File: src/rtl/regfile_access_ctrl.sv
`default_nettype none
// ============================================================================
// Module   : regfile_access_ctrl
// Purpose  : Sits between the single-cycle datapath and the 32x32 register
//            file. After reset it zeroes registers 1..NUM_REGS-1 by walking the
//            write port. It then passes the core's register-file controls
//            through unchanged. A debug requester can stall the core, do one
//            read with an optional write, and get the old value back over a
//            four-phase req/ack handshake.
// Ports    : Clk, Reset            - clock, synchronous active-high reset
//            CoreRA/RB/RW/BusW/RegWr - core register-file controls (inputs)
//            Stall, Ready          - core hold request, sweep-done flag
//            DbgReq/DbgWr/DbgAddr/DbgWData - debug request side (inputs)
//            DbgAck, DbgRData      - debug acknowledge, pre-write read data
//            RA/RB/RW/BusW/RegWr   - to the register file
//            BusA                  - combinational read data from RA
// Revision : 1.0 - initial release
// ============================================================================
module regfile_access_ctrl #(
    parameter int NUM_REGS       = 32,
    parameter int ADDR_W         = 5,
    parameter int DATA_W         = 32,
    parameter bit CLEAR_ON_RESET = 1'b1
) (
    input  logic              Clk,
    input  logic              Reset,
    input  logic [ADDR_W-1:0] CoreRA,
    input  logic [ADDR_W-1:0] CoreRB,
    input  logic [ADDR_W-1:0] CoreRW,
    input  logic [DATA_W-1:0] CoreBusW,
    input  logic              CoreRegWr,
    output logic              Stall,
    output logic              Ready,
    input  logic              DbgReq,
    input  logic              DbgWr,
    input  logic [ADDR_W-1:0] DbgAddr,
    input  logic [DATA_W-1:0] DbgWData,
    output logic              DbgAck,
    output logic [DATA_W-1:0] DbgRData,
    output logic [ADDR_W-1:0] RA,
    output logic [ADDR_W-1:0] RB,
    output logic [ADDR_W-1:0] RW,
    output logic [DATA_W-1:0] BusW,
    output logic              RegWr,
    input  logic [DATA_W-1:0] BusA
);

    localparam logic [2:0] c_stClear  = 3'd0;
    localparam logic [2:0] c_stRun    = 3'd1;
    localparam logic [2:0] c_stHalt   = 3'd2;
    localparam logic [2:0] c_stAccess = 3'd3;
    localparam logic [2:0] c_stAck    = 3'd4;

    localparam logic [2:0]        c_resetState = CLEAR_ON_RESET ? c_stClear : c_stRun;
    localparam logic [ADDR_W-1:0] c_lastReg    = ADDR_W'(NUM_REGS - 1);

    logic [2:0]        r_state;
    logic [2:0]        w_nextState;
    logic [ADDR_W-1:0] r_clearCnt;
    logic              r_dbgAck;
    logic [DATA_W-1:0] r_dbgRData;

    always_ff @(posedge Clk) begin
        if (Reset) begin
            r_state    <= c_resetState;
            r_clearCnt <= ADDR_W'(1);
            r_dbgAck   <= 1'b0;
            r_dbgRData <= '0;
        end else begin
            r_state <= w_nextState;
            if (r_state == c_stClear) begin
                r_clearCnt <= r_clearCnt + ADDR_W'(1);
            end
            // BusA still shows the old contents at this edge, so the captured
            // value is the pre-write one even when the debug write commits.
            if (r_state == c_stAccess) begin
                r_dbgAck   <= 1'b1;
                r_dbgRData <= BusA;
            end else if ((r_state == c_stAck) && !DbgReq) begin
                r_dbgAck <= 1'b0;
            end
        end
    end

    // Stall and the port mux depend on state only; DbgReq only steers the
    // next state, so there is no combinational DbgReq -> Stall path.
    always_comb begin
        w_nextState = r_state;
        Stall       = 1'b1;
        RA          = '0;
        RB          = '0;
        RW          = '0;
        BusW        = '0;
        RegWr       = 1'b0;
        case (r_state)
            c_stClear: begin
                RW    = r_clearCnt;
                RegWr = 1'b1;
                if (r_clearCnt == c_lastReg) begin
                    w_nextState = c_stRun;
                end
            end
            c_stRun: begin
                Stall = 1'b0;
                RA    = CoreRA;
                RB    = CoreRB;
                RW    = CoreRW;
                BusW  = CoreBusW;
                RegWr = CoreRegWr;
                if (DbgReq) begin
                    w_nextState = c_stHalt;
                end
            end
            // One idle stalled cycle so the core sees Stall before the
            // register-file ports are taken over.
            c_stHalt: begin
                w_nextState = c_stAccess;
            end
            c_stAccess: begin
                RA          = DbgAddr;
                RW          = DbgAddr;
                BusW        = DbgWData;
                RegWr       = DbgWr;
                w_nextState = c_stAck;
            end
            c_stAck: begin
                if (!DbgReq) begin
                    w_nextState = c_stRun;
                end
            end
            default: begin
                w_nextState = c_resetState;
            end
        endcase
    end

    assign Ready    = (r_state != c_stClear);
    assign DbgAck   = r_dbgAck;
    assign DbgRData = r_dbgRData;

endmodule
`default_nettype wire

File: config.mk
export PLATFORM = sky130hd
export DESIGN_NAME = regfile_access_ctrl
export DESIGN_NICKNAME = d
export VERILOG_FILES = /design/src/rtl/regfile_access_ctrl.sv
export SDC_FILE = /design/constraint.sdc
export NUM_CORES = 1
export LEC_CHECK = 0
export ABC_AREA = 1
export BUFFER_PORTS_ARGS = -buffer_cell sky130_fd_sc_hd__buf_2
export CAP_MARGIN = 20
export CORE_MARGIN = 3
export CORE_UTILIZATION = 24
export CTS_BUF_LIST = sky130_fd_sc_hd__clkbuf_8
export DETAILED_ROUTE_END_ITERATION = 10
export HOLD_SLACK_MARGIN = 0.1
export SYNTH_ARGS = -nofsm -noshare
export SYNTH_HDL_FRONTEND = slang
export SYNTH_SLANG_ARGS = --single-unit
export TNS_END_PERCENT = 1
File: constraint.sdc
create_clock -name Clk -period 1.5 [get_ports Clk]
set_input_delay 0.225 -clock Clk [delete_from_list [all_inputs] [get_ports Clk]]
set_output_delay 0.225 -clock Clk [all_outputs]
set_load 0.05 [all_outputs]
=== Word-level counts from Yosys, hierarchy flattened ===
Cells that the tools add are included.

* Latch bits: 0
* Memories: 0
* Register bits after elaboration: 41
* Memory bits (writable): 0
* Bits in read-only memories: 0
* Logic and storage cells: 31
* Input bits: 121

* $add $sub $neg: 1
* Equal/unequal tests: 8
* Divide/modulo/power cells: 0
* Magnitude comparators: 0
* Mux-type cells: 12
* Shifts and indexed selects: 0
* Reductions and logical operators: 6
* Multipliers: 0
* Bitwise gates (word level): 0

{| class="wikitable"
|+ Operator list
! cell !! number
|-
| $pmux 32 s2 || 1
|-
| $pmux 3 s5 || 1
|-
| $pmux 5 s3 || 1
|-
| $pmux 5 s2 || 1
|-
| $mux 3 || 3
|-
| $eq 3x2->1 const B || 2
|-
| $add 5x1->5 const B || 1
|-
| $eq 5x5->1 const B || 1
|-
| $mux 5 || 1
|-
| $ne 2x2->1 const B || 2
|-
| $eq 3x1->1 const B || 1
|-
| $eq 3x3->1 const B || 1
|-
| $logic_not 3->1 || 1
|-
| $mux 1 || 3
|-
| $pmux 1 s3 || 1
|-
| $reduce_and 3->1 || 1
|-
| $reduce_bool 3->1 || 1
|-
| $ne 2x1->1 const B || 1
|-
| $reduce_bool 2->1 || 1
|-
| $logic_and 1x1->1 || 1
|-
| $logic_not 1->1 || 1
|}

=== Longest topological paths before layout ===
* Word-level depth: 4
* Mapped depth: 9

=== Least setup slack after synthesis ===
Ideal clock, no wire load.

* Path kind: register to output
* Start point: reg r_state[0]
* End point: out RA[0]
* Stages on the path, launching flop included: 6
* Required time: 1.275 ns
* Path slack: -0.685 ns
* Arrival: 1.960 ns
* Path buffers: 1
* Cells stage by stage: dfxtp_1 nand2_2 nor2_4 inv_2 buf_2 o21ai_0

* Cells in the longest elaborated chain, start to end: 2

{| class="wikitable"
|+ Ends and longest elaborated chain
! what !! line !! source
|-
| start: declaration || 57 || <nowiki>logic [2:0] r_state;</nowiki>
|-
| start signal: assignment || 65 || <nowiki>r_state <= c_resetState;</nowiki>
|-
| start signal: assignment || 70 || <nowiki>r_state <= w_nextState;</nowiki>
|-
| $eq 3x2->1 / $eq 3x1->1 (equally long branches) || 95 || <nowiki>case (r_state)</nowiki>
|-
| $pmux 5 s2 (*) || 95 ||
|-
| end: declaration || 40 || <nowiki>output logic [ADDR_W-1:0] RA,</nowiki>
|}

Mark *: on every way between the ends. The rest lies on a longest branch, timed or not.

=== Worst setup path in the final report ===
* Start point: reg r_state[1]
* End point: out RW[2]

* Cells in the longest elaborated chain, start to end: 2

{| class="wikitable"
|+ Ends and longest elaborated chain
! what !! line !! source
|-
| $eq 3x2->1, or another cell as far along || 95 ||
|-
| $pmux 5 s3 (*) || 95 ||
|-
| end: declaration || 42 || <nowiki>output logic [ADDR_W-1:0] RW,</nowiki>
|}

Marks and branches as above.

==> results.md <==
* Largest net degree at the start of global routing at 34
* Total setup violations reported at the end of the flow at 49
* Met3 wire length at 614 um
* Drt initial violations at 55
* Drt wl/cell at 14.12 um
* Cell Count, Final, Fillers Out at 604
* Cell Rows at 33
* DRT met1 WL at 3138 um
* Synth Cell Area at 2047 um2
* Hold path cells at 3
* IR Drop Worst-Case VDD at 0.0003993 V
* Io pins at 204
* Maximum level of the CTS H-tree at 2
* Insertion delay to the later sink of the worst-skew pair at 0.28 ns
* Mean area per synthesized cell at 7.311 um2
* Number of buffers on the longest clock path at 2
* TritonCTS clock tree: done
* Proportion of synthesized chip area in sequential cells at 40.10%
* Detailed-routed wire length on met2 at 4618 um
* Placed Cells at 587
* Layout net count at 621
* Fraction of final layout cells with drive strength greater than 1 at 53.01%
* Net Count, Synth at 403
* Violations in the final reports: negative setup slack
* Overall fraction of global-route tracks in use at 16.37%
* Wire length reported by the detailed router at 8530 um
* Yosys cell types at 24
* Initial antenna violation count at 1
* Count of buffering cells on the critical path with inverters included at 3
* Vertical die dimension at 98.35 um
* Number of cells traversed by the worst register-to-register path at 7
* Path type of the worst setup path: reg -> out
* Die Area at 9673 um2
* Clock slew at the register clock pins of the worst setup and hold paths at 0.08 ns
* # Max-Cap Violations at 0
* Grt total ovfl at 0
* Pwr/cell area at 539.0 nW/um2
* Vias in the first global route at 2,678
* Worst hold path type: in -> reg
* Starting utilization of the core area at 24.79%
* DR vias/cell at 4.550
* Worst setup slack after layout at -0.1894 ns
* Capturing element type of the critical path: primary output
* Crit-path slowest cell: sky130_fd_sc_hd__dfxtp_4
* Highest signal layer in the routed design: met4
* Final RePlAce weighted congestion at 0.9078
* Worst slew slack as a fraction of its limit at 78.51%
* Final Max Slew Viols at 0
* Element type at the critical path start: flip-flop
* Routed Antenna Nets at 0
* Total CTS buffers at 5
* Crit Path Max Fanout at 6
* Outcome: finished with violations
* Final count of hold timing violations at 0
* FF-to-FF End: DbgRData[21]
* Min cycle time layout at 1.689 ns
* Area added between synthesis and finish at 90.34%
* Worst Path Arrival at 1.46 ns
* Final HPWL from detailed placement at 6414 um
* Top cell type's share of synthesized area at 40.10%
* # DRC at 0
* Peak per-stage delay on the critical path at 0.38 ns
* Wire length of the first global-routing pass at 12,940 um
* Startpoint of the worst hold path: BusA[26]
* Cell taking the most area after synthesis: sky130_fd_sc_hd__dfxtp_1
* Setup repair after global routing missed its margin: true
* Largest cells by area after synthesis: sky130_fd_sc_hd__dfxtp_1, sky130_fd_sc_hd__nor2_1, sky130_fd_sc_hd__a22o_1
* Internal reg-to-reg setup slack at 0.15 ns
* Core area at 8258 um2
* Hold buffer count at cts at 0
* Drt pass-1 iters at 4
* CP cell instances: nand2_4 > nor2_4 > buf_12 > buf_8 > nand2_2 > o211ai_1 > buf_4
* Via count of the routed design at 2,748
* Achievable frequency at 591.9 MHz
* Crit path max-delay family: buffers and inverters
* Final setup skew at 0.005410 ns
* Crit path required time at 1.27 ns
* Number of synthesized register bits at 41
* Worst Max-Slew Pin Slew at 0.3224 ns
* CTS root buffer: sky130_fd_sc_hd__clkbuf_8
* Cell leakage power at 2.109 nW
* Worst R2R Start: r_state[0]
* Count of buffers inserted at the top-level ports at 203
* Endpoint with the worst hold slack: DbgRData[26]
* Syn. warnings at 0
* Sum Neg Setup Slack at -7.309 ns
* Overall die width at 98.35 um
* Post-synthesis cell count at 280
* Post-route clock period utilization at 112.6%
* Sink Count at 41
## state kept, by name, indices dropped and copies added (netlist names)
name and cells:
DbgAck 1, DbgRData 32, r_clearCnt 5, r_state 3
## final cells by class
type | count | area, um2
clock inverter | 1 | 3.754
multi-input combinational | 206 | 1144
sequential | 41 | 833.3
timing repair buffer | 228 | 1630
fill | 821 | 4362
tap | 105 | 131.4
antenna | 1 | 2.502
clock buffer | 6 | 82.58
inverter | 16 | 68.82
## power breakdown
part / internal [mW] / switching, mW / total (mW)
clock: 0.358 / 0.351 / 0.709
sequential: 1.09 / 0.00772 / 1.10
combinational: 0.152 / 0.138 / 0.290
total: 1.60 / 0.496 / 2.10
## routing by layer
metal	vias up	global-route usage, %
met1	1246	17.44
met4	0	4.832
met3	10	3.429
met2	119	31.88
li1	1373	-
met5	-	0
## cells in the mapped netlist
cell type,number
sky130_fd_sc_hd__o21ai_1,2
sky130_fd_sc_hd__nand3_1,9
sky130_fd_sc_hd__buf_1,2
sky130_fd_sc_hd__buf_4,3
sky130_fd_sc_hd__o21ai_0,35
sky130_fd_sc_hd__clkbuf_1,3
sky130_fd_sc_hd__ha_1,2
sky130_fd_sc_hd__buf_6,3
sky130_fd_sc_hd__inv_2,2
sky130_fd_sc_hd__o211ai_2,1
sky130_fd_sc_hd__dfxtp_1,41
sky130_fd_sc_hd__nand2_2,3
sky130_fd_sc_hd__xor2_1,2
sky130_fd_sc_hd__a22o_1,32
sky130_fd_sc_hd__nand2_1,33
sky130_fd_sc_hd__nor2_2,1
sky130_fd_sc_hd__nor2_1,77
sky130_fd_sc_hd__o211ai_1,2
sky130_fd_sc_hd__a21oi_1,3
sky130_fd_sc_hd__nor3_1,2
sky130_fd_sc_hd__inv_1,14
sky130_fd_sc_hd__buf_2,6
sky130_fd_sc_hd__nor2_4,1
sky130_fd_sc_hd__nand4_1,1
## worst max-delay path by stage
stage	start	to	slack (ns)	depth (start not counted)
after floorplan	r_state[2]	RW[2]	-0.29	6
after global placement	r_state[1]	RW[0]	-0.02	7
after detailed placement	r_state[1]	BusW[25]	-0.05	5
after CTS	r_state[0]	BusW[4]	-0.22	6
after global routing	r_state[1]	RW[2]	-0.29	7
final	r_state[1]	RW[2]	-0.19	7
## placed cells by master (no fill, tap or decap), types with 2 or more instances in the layout
master,n
sky130_fd_sc_hd__a21oi_1,3
sky130_fd_sc_hd__a22o_1,32
sky130_fd_sc_hd__buf_12,4
sky130_fd_sc_hd__buf_2,153
sky130_fd_sc_hd__buf_4,17
sky130_fd_sc_hd__buf_6,47
sky130_fd_sc_hd__buf_8,5
sky130_fd_sc_hd__clkbuf_8,6
sky130_fd_sc_hd__dfxtp_1,37
sky130_fd_sc_hd__dfxtp_4,3
sky130_fd_sc_hd__ha_1,2
sky130_fd_sc_hd__inv_1,13
sky130_fd_sc_hd__inv_2,2
sky130_fd_sc_hd__nand2_1,25
sky130_fd_sc_hd__nand2_2,7
sky130_fd_sc_hd__nand2_4,3
sky130_fd_sc_hd__nand3_1,7
sky130_fd_sc_hd__nand3_2,2
sky130_fd_sc_hd__nor2_1,73
sky130_fd_sc_hd__nor2_2,4
sky130_fd_sc_hd__nor2_4,2
sky130_fd_sc_hd__o211ai_1,2
sky130_fd_sc_hd__o21ai_0,33
sky130_fd_sc_hd__o21ai_1,3
sky130_fd_sc_hd__xor2_1,2
## stage by stage
step	worst slack, ns	total power [mW]	instance area [um2]	hold slack, ns	util [%]
6_report	-0.1894	2.100	3896	0.1584	47.18
2_1_floorplan	-0.2861	1.212	2074	0.2941	-
5_1_grt	-0.2936	2.211	3896	0.1495	47.18
4_1_cts	-0.2155	2.138	3799	0.1467	46.00
3_5_place_dp	-0.05086	1.399	3274	0.4535	39.65
3_3_place_gp	-0.01926	1.396	3274	0.4459	39.65
## worst reg2reg max path, delay by kind of cell, from the launching register on
family                 cells  cell delay [ns]
and+or+nand+nor            4             0.32
buffers and inverters      3             0.61
DFF                        1             0.36
## logic make-up (layout without fill, tap and decap cells)
group / count (synthesis) / after routing / synth area share [%]
other: 0 / 1 / 0
AO/OA/AOI/OAI: 75 / 75 / 24.82
XOR/XNOR: 2 / 2 / 0.8559
flip-flops: 41 / 41 / 40.10
buffers and inverters: 33 / 251 / 8.069
AND/OR/NAND/NOR: 127 / 127 / 24.94
adder cells (fa/ha/maj): 2 / 2 / 1.222
## what timing repair did
| item | in CTS | in global routing |
|---|---|---|
| pin swaps | 3 | 9 |
| setup buffers | 6 | 0 |
| gates resized for setup | 118 | 21 |
| cloned | 1 | 2 |
| endpoints found under the setup margin | 50 | 61 |
Note: power is estimated with default switching activity, not from simulation.
